**src/rtl/f_to_int.sv**
```systemverilog
// f_to_int: multi-cycle IEEE-754 single-precision to signed int32 converter, STEP bits shifted per cycle.
// Define F_TO_INT_ROUND_EN for round-to-nearest-even; when undefined, results truncate toward zero.
module f_to_int #(
    parameter int STEP = 1
) (
    input  logic        clk,
    input  logic        rst,
    input  logic        in_valid,
    output logic        in_ready,
    input  logic [31:0] in_data,
    output logic        out_valid,
    input  logic        out_ready,
    output logic [31:0] out_data,
    output logic        out_ovf,
    output logic        out_nan
);

    typedef enum logic [1:0] {IDLE, SHIFT, FIN, DONE} state_t;

    localparam logic [4:0]         STEP_AMT = 5'(STEP);
    localparam logic signed [31:0] INT_MAX  = 32'sh7FFF_FFFF;
    localparam logic signed [31:0] INT_MIN  = 32'sh8000_0000;

    state_t             state, state_nxt;
    logic               sign_q, sign_nxt;
    logic               left_q, left_nxt;
    logic [4:0]         rem_q, rem_nxt;
    logic [31:0]        mag_q, mag_nxt;
    logic signed [31:0] res_q, res_nxt;
    logic               ovf_q, ovf_nxt;
    logic               nan_q, nan_nxt;
`ifdef F_TO_INT_ROUND_EN
    logic               grd_q, grd_nxt;
    logic               stk_q, stk_nxt;
`endif

    logic        in_sign;
    logic [7:0]  in_exp;
    logic [22:0] in_frac;
    logic [4:0]  k_in;
    logic [4:0]  amt;

    assign in_sign = in_data[31];
    assign in_exp  = in_data[30:23];
    assign in_frac = in_data[22:0];

    // On the normal path exp is 127..157, so |exp - 150| is exact in mod-32 arithmetic (150 mod 32 = 22).
    assign k_in = (in_exp > 8'd150) ? (in_exp[4:0] - 5'd22) : (5'd22 - in_exp[4:0]);
    assign amt  = (rem_q < STEP_AMT) ? rem_q : STEP_AMT;

    function automatic logic signed [31:0] saturate(input logic neg);
        return neg ? INT_MIN : INT_MAX;
    endfunction

    function automatic logic signed [31:0] apply_sign(input logic [31:0] m, input logic neg);
        return neg ? -$signed(m) : $signed(m);
    endfunction

`ifdef F_TO_INT_ROUND_EN
    function automatic logic [31:0] round_rne(input logic [31:0] m, input logic g, input logic s);
        return m + {31'd0, g & (s | m[0])};
    endfunction
`endif

    always_comb begin
        state_nxt = state;
        sign_nxt  = sign_q;
        left_nxt  = left_q;
        rem_nxt   = rem_q;
        mag_nxt   = mag_q;
        res_nxt   = res_q;
        ovf_nxt   = ovf_q;
        nan_nxt   = nan_q;
`ifdef F_TO_INT_ROUND_EN
        grd_nxt   = grd_q;
        stk_nxt   = stk_q;
`endif
        case (state)
            IDLE: begin
                if (in_valid) begin
                    sign_nxt = in_sign;
                    mag_nxt  = {8'd0, 1'b1, in_frac};
                    left_nxt = (in_exp > 8'd150);
                    rem_nxt  = k_in;
`ifdef F_TO_INT_ROUND_EN
                    grd_nxt  = 1'b0;
                    stk_nxt  = 1'b0;
`endif
                    if (in_exp == 8'hFF) begin
                        nan_nxt   = |in_frac;
                        ovf_nxt   = ~|in_frac;
                        res_nxt   = (|in_frac) ? '0 : saturate(in_sign);
                        state_nxt = DONE;
                    end else if (in_exp < 8'd127) begin
                        res_nxt   = '0;
                        state_nxt = DONE;
                    end else if (in_exp > 8'd157) begin
                        // -2^31 is the one exactly representable value in this range
                        ovf_nxt   = (in_data != 32'hCF00_0000);
                        res_nxt   = saturate(in_sign);
                        state_nxt = DONE;
                    end else begin
                        state_nxt = (k_in == 5'd0) ? FIN : SHIFT;
                    end
                end
            end
            SHIFT: begin
                rem_nxt = rem_q - amt;
                if (left_q) begin
                    mag_nxt = mag_q << amt;
                end else begin
`ifdef F_TO_INT_ROUND_EN
                    for (int i = 0; i < STEP; i++) begin
                        if (5'(i) < amt) begin
                            stk_nxt = stk_nxt | grd_nxt;
                            grd_nxt = mag_nxt[0];
                            mag_nxt = mag_nxt >> 1;
                        end
                    end
`else
                    mag_nxt = mag_q >> amt;
`endif
                end
                if (rem_nxt == 5'd0) state_nxt = FIN;
            end
            FIN: begin
`ifdef F_TO_INT_ROUND_EN
                res_nxt = apply_sign(round_rne(mag_q, grd_q, stk_q), sign_q);
`else
                res_nxt = apply_sign(mag_q, sign_q);
`endif
                state_nxt = DONE;
            end
            DONE: begin
                if (out_ready) begin
                    res_nxt   = '0;
                    ovf_nxt   = 1'b0;
                    nan_nxt   = 1'b0;
                    state_nxt = IDLE;
                end
            end
            default: state_nxt = IDLE;
        endcase
    end

    always_ff @(posedge clk) begin
        if (rst) begin
            state  <= IDLE;
            sign_q <= 1'b0;
            left_q <= 1'b0;
            rem_q  <= '0;
            mag_q  <= '0;
            res_q  <= '0;
            ovf_q  <= 1'b0;
            nan_q  <= 1'b0;
`ifdef F_TO_INT_ROUND_EN
            grd_q  <= 1'b0;
            stk_q  <= 1'b0;
`endif
        end else begin
            state  <= state_nxt;
            sign_q <= sign_nxt;
            left_q <= left_nxt;
            rem_q  <= rem_nxt;
            mag_q  <= mag_nxt;
            res_q  <= res_nxt;
            ovf_q  <= ovf_nxt;
            nan_q  <= nan_nxt;
`ifdef F_TO_INT_ROUND_EN
            grd_q  <= grd_nxt;
            stk_q  <= stk_nxt;
`endif
        end
    end

    assign in_ready  = (state == IDLE);
    assign out_valid = (state == DONE);
    assign out_data  = res_q;
    assign out_ovf   = ovf_q;
    assign out_nan   = nan_q;

endmodule

```
**config.mk**
```make
export PLATFORM = sky130hd
export DESIGN_NAME = f_to_int
export DESIGN_NICKNAME = d
export VERILOG_FILES = /design/src/rtl/f_to_int.sv
export SDC_FILE = /design/constraint.sdc
export NUM_CORES = 1
export LEC_CHECK = 0
export CORE_MARGIN = 1.5
export CORE_UTILIZATION = 56
export CTS_CLUSTER_SIZE = 10
export DETAILED_ROUTE_END_ITERATION = 7
export GPL_ROUTABILITY_DRIVEN = 0
export MAX_ROUTING_LAYER = met4
export PLACE_DENSITY = 0.9
export SLEW_MARGIN = 10
export SYNTH_ARGS = -nofsm -noshare
export SYNTH_HDL_FRONTEND = slang
export SYNTH_SLANG_ARGS = --single-unit
```
**constraint.sdc**
```tcl
create_clock -name clk -period 2.86 [get_ports clk]
set_input_delay 0.572 -clock clk [delete_from_list [all_inputs] [get_ports clk]]
set_output_delay 0.572 -clock clk [all_outputs]
set_load 0.02 [all_outputs]
```
==> results of run 1 <==
-- synthesized netlist by cell type, drive strengths merged (3+ instances only) --
cell,n,area share (%)
dfxtp,75,30
nor2,61,4.5
o21ai,58,6.0
a21oi,38,3.8
clkbuf,37,2.7
nand2,37,2.8
buf,24,2.7
mux2i,22,4.4
a31oi,20,2.9
nand3,19,1.9
o22ai,18,2.2
nor4,17,2.8
nor3,16,1.7
a22oi,15,2.2
ha,14,3.5
inv,14,1.0
mux2,13,3.0
xor2,12,2.1
a32oi,11,1.9
nand4,10,1.4
xnor2,9,1.6
a2111oi,8,1.4
or3,8,0.99
a211oi,6,0.99
o41ai,6,1.0
or4,6,1.0
nor2b,4,0.49
o31ai,4,0.59
a21o,3,0.44
a221oi,3,0.52
a311oi,3,0.52
clkinv,3,0.22
nand2b,3,0.37
or2,3,0.37
-- sequential cells by signal, summed over array words and instances, names as in the netlist --
signal / flops
out_nan: 1
rem_q: 5
mag_q: 32
out_ovf: 1
sign_q: 1
left_q: 1
out_data: 32
state: 2
-- cell type report --
cell class / instances / area [um^2]
clock buffer: 11 / 151
tap: 108 / 135
fill: 660 / 2560
timing repair buffer: 106 / 998
clock inverter: 5 / 75.1
inverter: 17 / 63.8
multi-input combinational: 484 / 3230
sequential: 75 / 1500
-- worst min-delay path: cells and delay by family, from the launching register on --
family | cells | cell delay, ns
mux | 1 | 0.06
flops | 1 | 0.31
simple gates | 1 | 0.06
-- cell families (layout without fill, tap and decap cells) --
| logic type | after synthesis | count (layout) | synth area share (%) |
|---|---|---|---|
| compound gates | 219 | 219 | 29.1 |
| simple gates | 195 | 195 | 20.0 |
| flops | 75 | 75 | 29.7 |
| buf+inv | 78 | 139 | 6.72 |
| fa+ha+maj | 14 | 14 | 3.46 |
| xor+xnor | 21 | 21 | 3.63 |
| mux | 35 | 35 | 7.32 |
-- where the power goes --
part	internal, mW	leakage (nW)	switching, mW	total (mW)
registers	1.44	0.618	0.523	1.96
clock network	0.534	0.119	0.400	0.934
logic	1.56	1.40	2.35	3.91
total	3.53	2.14	3.28	6.80
-- final timing paths --
path / endpoint / from / cells after the start
max: in_ready / state[1]$_SDFFE_PP0P_ / 3
min: out_ovf$_SDFFE_PP0P_ / out_ovf$_SDFFE_PP0P_ / 2
max reg2reg: out_data[28]$_SDFFE_PP0P_ / state[1]$_SDFFE_PP0P_ / 8
min reg2reg: out_ovf$_SDFFE_PP0P_ / out_ovf$_SDFFE_PP0P_ / 2
-- routing by layer --
metal	track usage (%)	part of all wire, %	routed length [um]
met2	51.8	46	7110
met5	-	0	0
met1	43.0	40	6130
met4	8.79	2.8	427
met3	6.51	11	1750
-- metrics by stage --
stage	power, mW	hold slack [ns]	setup TNS [ns]	setup WS [ns]	instance area (um^2)
2_1_floorplan	4.45	0.481	0	0.486	5060
3_3_place_gp	5.57	0.465	-0.0272	-0.0272	5930
3_5_place_dp	5.73	0.464	-0.0960	-0.0831	5930
4_1_cts	6.69	0.483	0	0.236	6160
5_1_grt	7.18	0.516	0	0.149	6160
6_report	6.80	0.481	0	0.219	6160
==> impl_metrics.tcl, run 1 <==
set metrics [dict create \
    crit_family "buffers and inverters" \
    grt_usage_pct 32.8 \
    cts_tree "done" \
    dr.pass1.iters 6 \
    worstPathArrival_ns 2.07 \
    fin_crit_sh_pct 92.3 \
    synth.avg_cell_area_um2 7.95 \
    startpoint_type "register" \
    cts_buffer_depth 2 \
    avgViaCountPerCell 6.91 \
    cts-buffers-inserted 9 \
    dp_hpwl_mm 10.9 \
    row_count 34 \
    finClkSkew_ns 0.00844 \
    postCtsSetupBuffers 0 \
    syn_inst 637 \
    syn_area_um2 5060 \
    cp.required_ns 2.29 \
    antennaDiodeCount 0 \
    synth_flop_cell "dfxtp_1" \
    place_inst 790 \
    layout.cells.non_filler 806 \
    vias 5566 \
    cts.sinks 75 \
    die_w_um 98.1 \
    yosysUniqueCellTypes 80 \
    leakage_nw 2.14 \
    port_buffers 71 \
    drc 0 \
    cts_resized 0 \
    die_y_um 98.1 \
    status "complete, no violations" \
    hold_viol 0 \
    min_path_type "reg2reg" \
    path_cells "inv_1 -> ha_1 -> clkdlybuf4s50_1" \
    final_layout_size_suffix_gt1_share_pct 11.3 \
    initial_core_util_pct 58.0 \
    final_core_util_pct 70.6 \
    timing.fmax_mhz 379 \
    cts-hold-fix-buffers 0 \
    async_flop_share_pct 0 \
    layout_common_cells "75 x dfxtp_1, 71 x clkdlybuf4s50_1, 61 x nor2_1" \
    syn_to_final_growth_pct 21.6 \
    yosys_warnings 0 \
    maxSlewViolCount 0 \
    grt_pass1_wl_mm 25.3 \
    endpoint_kind "output port" \
    p_per_area_nw_per_um2 1110 \
    grt_max_degree 43 \
    drv_cap 0 \
    path_max_fanout 16 \
    critPathBufInv 2 \
    rrSetupSlack_ns 0.39 \
    critPathMaxStageDelay_ns 0.72 \
    insertion_delay_ns 0.36 \
    timing.slew.headroom_pct 20.5 \
    cp_slowest_cell "clkdlybuf4s50_1" \
    antenna_found_initial 0 \
    drtAntennaViolNets 0 \
    core_um2 8720 \
    ys_ff_latch 75 \
    clk_pin_slew_ns 0.08 \
    clock-root-buffer "clkbuf_8" \
    rsz0062_at_grt "false" \
    wl_mm 15.4 \
    finalCriticalPeriod_ns 2.64 \
    layout_commonest_cell "dfxtp_1" \
    synth_nets 687 \
    ios 72 \
    grt_pass1_vias 5145 \
    htree_levels 3 \
    grt_overflow_total 0 \
    critPathKind "reg2out" \
    nNetsFinal 743 \
    yosysSeqAreaShare_pct 29.7 \
    ir_worst_vdd_v 0.000659 \
    wl_per_cell_um 19.1 \
    drt_first_iter_violations 921 \
    synth_edf_count 0 \
    tightest_slew_ns 1.19 \
    dieArea_um2 9620 \
    setup_viol_count_final 0 \
]
Note: power is estimated with default switching activity, not from simulation.
==> run 2: changes to the inputs <==
--- a/config.mk
+++ b/config.mk
@@ -7,11 +7,11 @@
 export LEC_CHECK = 0
 export CORE_MARGIN = 1.5
 export CORE_UTILIZATION = 56
-export CTS_CLUSTER_SIZE = 10
 export DETAILED_ROUTE_END_ITERATION = 7
 export GPL_ROUTABILITY_DRIVEN = 0
 export MAX_ROUTING_LAYER = met4
 export PLACE_DENSITY = 0.9
+export SKIP_LAST_GASP = 1
 export SLEW_MARGIN = 10
 export SYNTH_ARGS = -nofsm -noshare
 export SYNTH_HDL_FRONTEND = slang
==> constraint.sdc (replaced) <==
create_clock -name clk -period 2.86 [get_ports clk]
set_input_delay 0.429 -clock clk [delete_from_list [all_inputs] [get_ports clk]]
set_output_delay 0.429 -clock clk [all_outputs]
set_load 0.02 [all_outputs]
==> run 2 against run 1 <==
  * Clock-buffer cell count fell by 1
  * Hold slack improved by 0.0020 ns
  * Design area fell by 1.5%
  * Core utilization fell by 1.1 points
  * Worst setup slack improved by 0.054 ns
  * Via count fell by 0.40%
  * Sequential power barely moved
  * Non-clock buffer count fell by 9
  * Clock power fell by 9.5%
  * Wire length fell by 3.5%
  * Global-route usage fell by 1.2 points
  * Critical path type is now in2reg
  * Largest cell class unchanged
  * Largest power group unchanged
==> impl_metrics.tcl, run 2 (same netlist as run 1, synthesis figures left out) <==
set metrics [dict create \
    status "complete, no violations" \
    cts.sinks 75 \
    r2r-start "state[0]$_SDFFE_PP0P_" \
    internal_power_mw 3.40 \
    ir_worst_vdd_v 0.000642 \
    clk_pin_slew_ns 0.08 \
    cts_resized 0 \
    cp.required_ns 3.10 \
    wl_mm 14.9 \
    die_w_um 98.1 \
    cts-hold-fix-buffers 0 \
    ios 72 \
    finClkSkew_ns 0.00941 \
    switchingPower_mw 3.29 \
    drc 0 \
    leakage_nw 2.07 \
    syn_to_final_growth_pct 19.8 \
    startpoint_type "input pin" \
    clock-root-buffer "clkbuf_8" \
    insertion_delay_ns 0.36 \
    crit_end "out_data[7]$_SDFFE_PP0P_" \
    timing.rr.end "out_data[7]$_SDFFE_PP0P_" \
    min_path_type "reg2reg" \
    comb_power_share_pct 58.4 \
    place_inst 781 \
    port_buffers 71 \
    power_frac_clock_pct 12.6 \
    grt_pass1_vias 4986 \
    vias 5544 \
    layout_commonest_cell "dfxtp_1" \
    timing.fmax_mhz 387 \
    worst-r2r-cell-count 8 \
    cts-buffers-inserted 9 \
    cts_tree "done" \
    grt_pass1_wl_mm 24.3 \
    core_um2 8720 \
    grt_usage_pct 31.6 \
    drt_first_iter_violations 741 \
    timing.slew.headroom_pct 29.7 \
    startpoint "in_data[24]" \
    fin_crit_sh_pct 90.5 \
    holdWs_ns 0.483 \
    cts_buffer_depth 2 \
    maxSlewViolCount 0 \
    endpoint_kind "register" \
    switching_share_pct 49.2 \
    final_core_util_pct 69.5 \
    layout_common_cells "75 x dfxtp_1, 71 x clkdlybuf4s50_1, 61 x nor2_1" \
    final_layout_size_suffix_gt1_share_pct 10.2 \
    tightest_slew_ns 1.05 \
    rsz0062_at_grt "false" \
    finalCriticalPeriod_ns 2.59 \
    nNetsFinal 734 \
    grt_overflow_total 0 \
    htree_levels 3 \
    dieArea_um2 9620 \
    finalPower_mw 6.69 \
    drv_cap 0 \
    drtAntennaViolNets 0 \
    worstPathArrival_ns 2.83 \
    critPathKind "in2reg" \
    antennaDiodeCount 0 \
    wl_per_cell_um 18.7 \
    postCtsSetupBuffers 0 \
    dr.pass1.iters 7 \
    path_max_fanout 30 \
    die_y_um 98.1 \
    grt_max_degree 43 \
    initial_core_util_pct 58.0 \
    p_seq_share_pct 29.0 \
    layout.cells.non_filler 797 \
    hold_viol 0 \
    row_count 34 \
    avgViaCountPerCell 6.96 \
    antenna_found_initial 0 \
    p_per_area_nw_per_um2 1100 \
    setup_viol_count_final 0 \
    dp_hpwl_mm 10.6 \
    rrSetupSlack_ns 0.43 \
]
## run 2: changes by cell type in the layout (fill, tap and decap cells not counted), sizes merged
cell      delta
inv          +1
buf          -9
clkinv       -1
clkbuf       -1
bufinv       -1
clkinvlp     +2
## run 2: metal layers
metal / wire length, um / track usage [%] / share of wire (%) / up-vias
li1: - / - / - / 2518
met1: 6020 / 42.0 / 40 / 2545
met2: 6750 / 48.8 / 45 / 415
met3: 1720 / 5.80 / 12 / 66
met4: 403 / 10.1 / 2.7 / 0
met5: 0 / - / 0 / -
## run 2: worst max-delay path, stage by stage
cell             delay (ns)
clkdlybuf4s50_1        0.63
inv_1                  0.12
ha_1                   0.22
o41a_1                 0.51
a211o_1                0.37
a21oi_2                0.20
buf_12                 0.21
a21oi_1                0.12
## run 2: worst min path at each step
| stage | cells after the start | slack [ns] | startpoint | to |
|---|---|---|---|---|
| final | 2 | 0.48 | out_ovf$_SDFFE_PP0P_ | out_ovf$_SDFFE_PP0P_ |
| after global routing | 2 | 0.53 | out_ovf$_SDFFE_PP0P_ | out_ovf$_SDFFE_PP0P_ |
| after CTS | 2 | 0.48 | out_ovf$_SDFFE_PP0P_ | out_ovf$_SDFFE_PP0P_ |
| after detailed placement | 2 | 0.46 | out_ovf$_SDFFE_PP0P_ | out_ovf$_SDFFE_PP0P_ |
| after global placement | 2 | 0.47 | out_ovf$_SDFFE_PP0P_ | out_ovf$_SDFFE_PP0P_ |
| after floorplan | 2 | 0.48 | mag_q[0]$_SDFFE_PP0P_ | out_data[0]$_SDFFE_PP0P_ |
## run 2: power groups by stage
stage	clock [mW]	sequential [mW]	combinational, mW
detailed placement	0	1.93	3.79
floorplan	0	1.94	2.51
global placement	0	1.90	3.65
CTS	0.845	1.91	3.81
finish	0.845	1.94	3.91
global route	0.896	1.99	4.18
## run 2: stage by stage
step | cell area (um^2) | setup slack, ns | TNS, ns
floorplan | 5060 | 0.629 | 0
global placement | 5860 | 0.0828 | 0
detailed placement | 5860 | -0.0144 | -0.0158
CTS | 6060 | 0.301 | 0
global route | 6060 | 0.148 | 0
finish | 6060 | 0.273 | 0
## run 2: layout make-up
type	instances	area [um^2]
Multi-Input combinational cell	484	3230
Fill cell	672	2660
Sequential cell	75	1500
Timing Repair Buffer	97	931
Clock buffer	10	138
Tap cell	108	135
Clock inverter	6	63.8
Inverter	17	63.8
